### src/rtl/stream_arbiter_pkg.sv
// Shared types and constants for the N-input stream arbiter.
package stream_arbiter_pkg;

  typedef enum logic [1:0] {
    IDLE,
    ACCEPT,
    SEND
  } state_e;

  localparam int unsigned MODE_ROUND_ROBIN = 0;
  localparam int unsigned MODE_FIXED       = 1;

endpackage

### src/rtl/stream_arbiter_if.sv
// Bundle of the N stb/ack input channels and the tagged output channel.
interface stream_arbiter_if #(
  parameter int unsigned WIDTH    = 16,
  parameter int unsigned N_INPUTS = 2
);
  localparam int unsigned SRC_WIDTH = $clog2(N_INPUTS);

  logic [N_INPUTS*WIDTH-1:0] inputs;
  logic [N_INPUTS-1:0]       inputs_stb;
  logic [N_INPUTS-1:0]       inputs_ack;
  logic [WIDTH-1:0]          output_z;
  logic [SRC_WIDTH-1:0]      output_z_src;
  logic                      output_z_stb;
  logic                      output_z_ack;

  // Arbiter side.
  modport slave (
    input  inputs, inputs_stb, output_z_ack,
    output inputs_ack, output_z, output_z_src, output_z_stb
  );

  // Producer/consumer side.
  modport master (
    output inputs, inputs_stb, output_z_ack,
    input  inputs_ack, output_z, output_z_src, output_z_stb
  );

endinterface

### src/rtl/stream_arbiter_rr_select.sv
// Combinational winner search: first set request at or above start, wrapping at N_INPUTS-1.
module rr_select #(
  parameter int unsigned N_INPUTS  = 2,
  parameter int unsigned SRC_WIDTH = $clog2(N_INPUTS)
) (
  input  logic [N_INPUTS-1:0]  req,
  input  logic [SRC_WIDTH-1:0] start,
  output logic [SRC_WIDTH-1:0] winner,
  output logic                 any_valid
);

  always_comb begin
    int unsigned idx;
    logic        found;
    winner = '0;
    found  = 1'b0;
    idx    = 0;
    for (int unsigned k = 0; k < N_INPUTS; k++) begin
      // Explicit wrap so non-power-of-two channel counts work.
      idx = int'(start) + k;
      if (idx >= N_INPUTS) idx = idx - N_INPUTS;
      if (!found && req[idx]) begin
        found  = 1'b1;
        winner = SRC_WIDTH'(idx);
      end
    end
  end

  assign any_valid = |req;

endmodule

### src/rtl/stream_arbiter.sv
// N-input stb/ack stream arbiter: grants one channel, accepts one word, forwards it tagged.
module stream_arbiter
  import stream_arbiter_pkg::*;
#(
  parameter int unsigned WIDTH     = 16,
  parameter int unsigned N_INPUTS  = 2,
  parameter int unsigned MODE      = MODE_ROUND_ROBIN,
  localparam int unsigned SRC_WIDTH = $clog2(N_INPUTS)
) (
  input logic             clk,
  input logic             rst,
  stream_arbiter_if.slave bus
);

  state_e               state_q, state_d;
  logic [SRC_WIDTH-1:0] grant_q, grant_d;
  logic [SRC_WIDTH-1:0] ptr_q, ptr_d;
  logic [N_INPUTS-1:0]  ack_q, ack_d;
  logic [WIDTH-1:0]     z_q, z_d;
  logic [SRC_WIDTH-1:0] src_q, src_d;
  logic                 stb_q, stb_d;

  logic [SRC_WIDTH-1:0] start;
  logic [SRC_WIDTH-1:0] winner;
  logic                 any_valid;
  logic [SRC_WIDTH-1:0] ptr_next;

  assign start = (MODE == MODE_FIXED) ? '0 : ptr_q;

  rr_select #(
    .N_INPUTS (N_INPUTS),
    .SRC_WIDTH(SRC_WIDTH)
  ) u_rr_select (
    .req      (bus.inputs_stb),
    .start    (start),
    .winner   (winner),
    .any_valid(any_valid)
  );

  assign ptr_next = (grant_q == SRC_WIDTH'(N_INPUTS - 1)) ? '0 : grant_q + 1'b1;

  always_comb begin
    state_d = state_q;
    grant_d = grant_q;
    ptr_d   = ptr_q;
    ack_d   = ack_q;
    z_d     = z_q;
    src_d   = src_q;
    stb_d   = stb_q;
    unique case (state_q)
      IDLE: begin
        ack_d = '0;
        stb_d = 1'b0;
        if (any_valid) begin
          grant_d        = winner;
          ack_d[winner]  = 1'b1;
          state_d        = ACCEPT;
        end
      end
      ACCEPT: begin
        // ack[grant] is high throughout ACCEPT, so stb alone decides transfer vs abort.
        ack_d = '0;
        if (bus.inputs_stb[grant_q]) begin
          z_d     = bus.inputs[int'(grant_q)*WIDTH +: WIDTH];
          src_d   = grant_q;
          stb_d   = 1'b1;
          state_d = SEND;
        end else begin
          state_d = IDLE;
        end
      end
      SEND: begin
        if (bus.output_z_ack) begin
          stb_d   = 1'b0;
          state_d = IDLE;
          if (MODE == MODE_ROUND_ROBIN) ptr_d = ptr_next;
        end
      end
      default: state_d = IDLE;
    endcase
  end

  always_ff @(posedge clk or negedge rst) begin
    if (!rst) begin
      state_q <= IDLE;
      grant_q <= '0;
      ptr_q   <= '0;
      ack_q   <= '0;
      z_q     <= '0;
      src_q   <= '0;
      stb_q   <= 1'b0;
    end else begin
      state_q <= state_d;
      grant_q <= grant_d;
      ptr_q   <= ptr_d;
      ack_q   <= ack_d;
      z_q     <= z_d;
      src_q   <= src_d;
      stb_q   <= stb_d;
    end
  end

  assign bus.inputs_ack   = ack_q;
  assign bus.output_z     = z_q;
  assign bus.output_z_src = src_q;
  assign bus.output_z_stb = stb_q;

endmodule

### src/flat_wrapper.sv
// flat-port wrapper written by rule: the top's interface ports become plain ports
module stream_arbiter_flat import stream_arbiter_pkg::*;
#(
  parameter int unsigned WIDTH     = 16,
  parameter int unsigned N_INPUTS  = 2,
  parameter int unsigned MODE      = MODE_ROUND_ROBIN,
  localparam int unsigned SRC_WIDTH = $clog2(N_INPUTS)
)
  (clk, rst, bus_inputs, bus_inputs_stb, bus_output_z_ack, bus_inputs_ack, bus_output_z, bus_output_z_src, bus_output_z_stb);
  stream_arbiter_if #(.WIDTH(WIDTH), .N_INPUTS(N_INPUTS)) bus_i ();
  input logic clk;
  input logic rst;
  input wire logic [$bits(bus_i.inputs)-1:0] bus_inputs;
  input wire logic [$bits(bus_i.inputs_stb)-1:0] bus_inputs_stb;
  input wire logic [$bits(bus_i.output_z_ack)-1:0] bus_output_z_ack;
  output wire logic [$bits(bus_i.inputs_ack)-1:0] bus_inputs_ack;
  output wire logic [$bits(bus_i.output_z)-1:0] bus_output_z;
  output wire logic [$bits(bus_i.output_z_src)-1:0] bus_output_z_src;
  output wire logic [$bits(bus_i.output_z_stb)-1:0] bus_output_z_stb;
  assign bus_i.inputs = bus_inputs;
  assign bus_i.inputs_stb = bus_inputs_stb;
  assign bus_i.output_z_ack = bus_output_z_ack;
  assign bus_inputs_ack = bus_i.inputs_ack;
  assign bus_output_z = bus_i.output_z;
  assign bus_output_z_src = bus_i.output_z_src;
  assign bus_output_z_stb = bus_i.output_z_stb;
  stream_arbiter #(.WIDTH(WIDTH), .N_INPUTS(N_INPUTS), .MODE(MODE)) u_core (.clk(clk), .rst(rst), .bus(bus_i));
endmodule
### config.mk
export PLATFORM = sky130hd
export DESIGN_NAME = stream_arbiter_flat
export DESIGN_NICKNAME = d
export VERILOG_FILES = /design/src/rtl/stream_arbiter_pkg.sv /design/src/rtl/stream_arbiter_if.sv /design/src/rtl/stream_arbiter_rr_select.sv /design/src/rtl/stream_arbiter.sv /design/src/flat_wrapper.sv
export SDC_FILE = /design/constraint.sdc
export NUM_CORES = 1
export LEC_CHECK = 0
export BUFFER_PORTS_ARGS = -buffer_cell sky130_fd_sc_hd__buf_2
export CORE_UTILIZATION = 35
export DETAILED_ROUTE_END_ITERATION = 7
export GPL_TIMING_DRIVEN = 0
export HOLD_SLACK_MARGIN = 0.06
export PLACE_DENSITY = 0.66
export SLEW_MARGIN = 20
export SYNTH_ARGS = -nofsm -noshare
export SYNTH_HDL_FRONTEND = slang
export SYNTH_SLANG_ARGS = --single-unit
### constraint.sdc
create_clock -name clk -period 1.6 [get_ports clk]
set_clock_uncertainty 0.05 [all_clocks]
set_input_delay 0.08 -clock clk [delete_from_list [all_inputs] [get_ports clk]]
set_output_delay 0.08 -clock clk [all_outputs]
set_load 0.02 [all_outputs]
# Word-level counts from Yosys, hierarchy flattened
# Index checks and enable logic that the tools add are counted.
word_totals:
  rom_bits: 0
  in_bits: 37
  latch_bits: 0
  register_bits: 24
  mem_count: 0
  out_inout_bits: 20
  ramBits: 0
  elab_cells: 59
classes:
  n_mux: 23
  add_sub_neg: 4
  magnitude_cmp: 7
  mul: 0
  n_reduce_logical: 12
  eq_ne: 5
  bitwise: 0
  shifts: 1
  n_div: 0
op_table:
  columns: ["op", "count"]
  rows:
  - ["< comparator 32 x 2 -> 1 bit (second input constant)", 2]
  - ["two-way mux 32 bit", 2]
  - ["variable part select 32 x 6 -> 16 bit", 1]
  - ["two-way mux 1 bit", 13]
  - ["two-way mux 2 bit", 4]
  - ["AND reduction 2 bit", 4]
  - ["one-hot mux 2 bit (3 select lines)", 1]
  - ["< comparator 1 x 2 -> 1 bit (second input constant)", 2]
  - ["!= test 2 x 1 -> 1 bit (second input constant)", 2]
  - ["one-hot mux 2 bit (2 select lines)", 1]
  - ["one-hot mux 1 bit (3 select lines)", 1]
  - ["AND reduction 3 bit", 1]
  - ["nonzero test 3 bit", 1]
  - ["subtractor 1 x 2 -> 3 bit (second input constant)", 1]
  - ["subtractor 2 x 2 -> 3 bit (second input constant)", 1]
  - ["adder 1 x 1 -> 2 bit (second input constant)", 1]
  - ["equality test 2 x 1 -> 1 bit (second input constant)", 1]
  - ["equality test 2 bit (second input constant)", 1]
  - [">= comparator 1 x 2 -> 1 bit (second input constant)", 1]
  - [">= comparator 2 bit (second input constant)", 1]
  - ["logical AND 1 bit", 2]
  - ["zero test 2 bit", 1]
  - ["!= test 2 bit (second input constant)", 1]
  - ["nonzero test 2 bit", 1]
  - ["other kinds (5)", 5]

# Longest topological paths before layout
depth:
  word_depth: 14
  ltp_mapped: 5
  ltp_nobuf: 3

# By module
# A second synthesis with hierarchy kept.
hier_totals:
  cells_unflattened: 80
  area_unflattened_um2: 1183.6
by_module_without_submodules:
  columns: ["mod", "instances", "area_each_um2", "seq_area_each_um2", "cells_per_inst"]
  rows:
  - ["stream_arbiter", 1, 1166.1, 600.6, 77]
  - ["rr_select", 1, 17.5, 0.0, 3]

# Worst setup path after synthesis
# No wires, ideal clock.
synth_timing:
  kind: "register to register"
  from: "register u_core.grant_q"
  to: "register u_core.z_q[10], in the netlist u_core.bus.output_z[10]"
  t_required_ns: 1.425
  path_buffers: 2
  t_arrival_ns: 1.374
  path_slack_ns: 0.051
  synth_period_minus_slack_ns: 1.549
  path_stages_with_launch: 6
  setup_time_ns: 0.125
  path_cell_list: "dfrtp_1 > mux2_4 > and3_4 > buf_6 > buf_12 > mux2_4"
synth_via:
  elab_chain_len: 3
  elab_cells_between_ends: 4
  cone_classes: "shift: 1; mux: 2; reduce/logical: 1"
synth_rtl:
  columns: ["item", "line", "source"]
  rows:
  - ["start: declaration", "stream_arbiter.sv:16", "logic [SRC_WIDTH-1:0] grant_q, grant_d;"]
  - ["start signal: assignment", "stream_arbiter.sv:94", "grant_q <= grant_d;"]
  - ["parallel branches: the longest is 3 deep, another holds variable part select 32 x 6 -> 16 bit", null, null]
  - ["end signal: assignment", "stream_arbiter.sv:97", "z_q <= z_d;"]
  - ["end: declaration", "stream_arbiter.sv:19", "logic [WIDTH-1:0] z_q, z_d;"]
# Parallel ways; which one is timed is not known. The select of a mux whose other input is x is not followed.
# A chain may end at the register's enable or synchronous reset.

# Final worst setup path
layout_timing:
  from: "input bus_inputs_stb[0]"
  to: "register u_core.z_q[10], in the netlist u_core.bus.output_z[10]"
layout_via:
  elab_chain_len: 3
layout_rtl:
  columns: ["item", "line", "source"]
  rows:
  - ["start: declaration", "flat_wrapper.sv:14", "input wire logic [$bits(bus_i.inputs_stb)-1:0] bus_inputs_stb;"]
  - ["two-way mux 1 bit (implied by the code) (2 in series)", "stream_arbiter.sv:63", "if (bus.inputs_stb[grant_q]) begin"]
  - ["AND reduction 2 bit (no source line)", null, null]
# No other way between the ends. The select of a mux whose other input is x is not followed.

==> flow_metrics.env <==
export IMPL_status="completed"
export IMPL_worstSetupPathType="in -> reg"
export IMPL_hold_violations=0
export IMPL_io_pin_count=57
export IMPL_gr_total_overflow=0
export IMPL_busiest_layer="met2"
export IMPL_yosysUniqueCellTypes=21
export IMPL_setup_slack_ns=0.0513
export IMPL_die_w_um=60.2
export IMPL_synth_cell_area_um2=1180
export IMPL_drtIter0Drc=3
export IMPL_setup_violations_final=0
export IMPL_grt_first_pass_wirelength_um=3860
export IMPL_cp_end_kind="flop"
export IMPL_met2_usage_pct=26.1
export IMPL_tns_ns=0
export IMPL_vias=890
export IMPL_vias_per_cell=4.52
export IMPL_cts_buffers=3
export IMPL_ys_seq_area_share_pct=50.7
export IMPL_post_drt_wl_per_cell_um=12.3
export IMPL_max_cap_viol_count=0
export IMPL_grt_max_degree=25
export IMPL_fmax_ghz=0.646
export IMPL_synth_top_area_cell="dfrtp_1"
export IMPL_crit_arrival_ns=1.70
export IMPL_fp_dieH_um=60.2
export IMPL_met3_usage_pct=3.03
export IMPL_worstMarginPinSlew_ns=0.529
export IMPL_cp_max_fo=18
export IMPL_avgSynthCellArea_um2=14.3
export IMPL_dp_cells=183
export IMPL_fin_crit_ns=1.55
export IMPL_numPortBuffers=56
export IMPL_start_util_pct=37.8
export IMPL_nets=191
export IMPL_row_count=20
export IMPL_pre_cts_slack_ns=-0.139
export IMPL_fin_util_pct=52.8
export IMPL_grt_pass1_vias=911
export IMPL_clkSlewWorstSetupHoldPaths_ns=0.13
export IMPL_grt_use_met1_pct=17.2
export IMPL_power_density_nw_per_um2=1800
export IMPL_antenna_found_initial=0
export IMPL_post_route_drc_count=0
export IMPL_grt_usage_pct=14.4
export IMPL_place_gp_congestion=0.681
export IMPL_core_area_um2=3130
export IMPL_rsz0062_at_grt="false"
export IMPL_syn_instance_count=83
export IMPL_maxSlewViolCount=0
export IMPL_finalCritPeriodShare_pct=96.8
export IMPL_cts_tree="done"
export IMPL_cts_buffer_depth=2
export IMPL_synth_top_area_share_pct=50.7
export IMPL_die_area_um2=3620
export IMPL_cts_root_buf="clkbuf_4"
export IMPL_hpwl_um=1830
export IMPL_ys_warn_count=0
export IMPL_r2r_slack_ns=0.08
export IMPL_stdcell_count=197
export IMPL_ir_drop_mv=0.813
export IMPL_syn_nets=120
export IMPL_synth_area_leaders="dfrtp_1 51%, mux2_2 23%, mux2_4 11%"
export IMPL_ys_seq_elements=24
export IMPL_firstDrtPassIters=2
export IMPL_relSlewSlack_pct=64.8
export IMPL_cts_sinks=24
export IMPL_timing_hold_ws_ns=0.0717
export IMPL_htree_levels=1
export IMPL_n_antenna_cell=0
export IMPL_drtAntennaViolNets=0
export IMPL_clk_latency_ns=0.30
export IMPL_post_cts_buffers=0
export IMPL_wl_um=2420
export IMPL_power_leakage_nw=0.803
export IMPL_crit_path_start_kind="input pin"
export IMPL_cp_required_ns=1.76
export IMPL_min_path_type="in -> reg"
export IMPL_drive_above_1_share_pct=62.7
export IMPL_area_growth_pct=39.6
[flip-flops by register name, indices dropped and copies added (netlist names)]
register and cells:
u_core.bus.inputs_ack 2, u_core.bus.output_z 16, u_core.bus.output_z_src 1, u_core.bus.output_z_stb 1, u_core.grant_q 1, u_core.ptr_q 1, u_core.state_q 2
[logic make-up after synthesis]
group,Yosys count,synth area share [%]
buffers and inverters,5,3.81
AO/OA/AOI/OAI,9,5.07
multiplexers,33,34.2
flip-flops,24,50.7
AND/OR/NAND/NOR,12,6.13
[where the power goes]
group | leakage (nW) | switching [mW] | internal (mW)
clock network | 0.0210 | 0.177 | 0.139
logic | 0.492 | 0.757 | 0.813
registers | 0.290 | 0.182 | 0.904
total | 0.803 | 1.12 | 1.86
[cell usage in the layout, fill, tap and decap left out, types with 2 or more instances in the layout]
| cell | count |
|---|---|
| a31oi_1 | 2 |
| dlygate4sd3_1 | 12 |
| mux2_2 | 24 |
| o21ai_0 | 2 |
| a32o_1 | 2 |
| nand3b_1 | 2 |
| dfrtp_1 | 24 |
| a21oi_1 | 2 |
| buf_2 | 56 |
| clkbuf_4 | 3 |
| mux2_4 | 9 |
| nand2_1 | 2 |
| nor2_1 | 2 |
[critical path, stage by stage]
cell and delay [ns]:
dlygate4sd3_1 0.55, buf_2 0.16, mux2_4 0.26, and3_4 0.17, buf_6 0.17, mux2_4 0.31
[metal layers]
| metal | share of wire, % | wire length (um) |
|---|---|---|
| met1 | 43 | 1040 |
| met2 | 50 | 1220 |
| met3 | 6.9 | 166 |
| met4 | 0 | 0 |
| met5 | 0 | 0 |
[final cells by class]
type | count | area (um^2)
plain buffers | 2 | 18.8
clock buffers | 4 | 36.3
fillers | 273 | 1480
inverters | 1 | 3.75
multi-input cells | 54 | 538
flip-flops and latches | 24 | 601
well taps | 44 | 55.1
repair buffers | 68 | 400
[Yosys cell counts]
| cell | count |
|---|---|
| nor2b_1 | 1 |
| nor2_1 | 2 |
| mux2_2 | 24 |
| o21ai_0 | 2 |
| a31oi_1 | 2 |
| mux2_4 | 9 |
| buf_6 | 1 |
| or2_1 | 1 |
| a21oi_1 | 2 |
| buf_2 | 2 |
| dfrtp_1 | 24 |
| a32o_1 | 2 |
| nand2b_1 | 1 |
| and3_4 | 1 |
| nor3_1 | 1 |
| buf_12 | 1 |
| inv_1 | 1 |
| o21a_1 | 1 |
| nand2_1 | 2 |
| nand3b_1 | 2 |
| or2b_1 | 1 |
[path summary, 6_finish.rpt]
kind | from | endpoint | depth (start not counted)
max | bus_inputs_stb[0] | u_core.bus.output_z[10] | 6
min | bus_inputs[5] | u_core.bus.output_z[5] | 3
max reg2reg | u_core.grant_q | u_core.bus.output_z[10] | 4
min reg2reg | u_core.bus.inputs_ack[1] | u_core.bus.inputs_ack[1] | 1
max in group asynchronous | rst | u_core.bus.output_z[15] | 2
min in group asynchronous | rst | u_core.bus.output_z[4] | 2
[through the flow]
| step | cell area (um^2) | power (mW) |
|---|---|---|
| 2_1_floorplan | 1180 | 2.26 |
| 3_3_place_gp | 1520 | 2.67 |
| 3_5_place_dp | 1520 | 2.73 |
| 4_1_cts | 1600 | 3.04 |
| 5_1_grt | 1650 | 3.21 |
| 6_report | 1650 | 2.97 |
[timing repair]
action	in CTS	in global routing
setup endpoints to repair	8	7
endpoints found under the hold margin	32	4
hold buffers	6	6
gates resized for setup	2	0
pin swaps	0	0
Power figures use the tool's default switching activity.
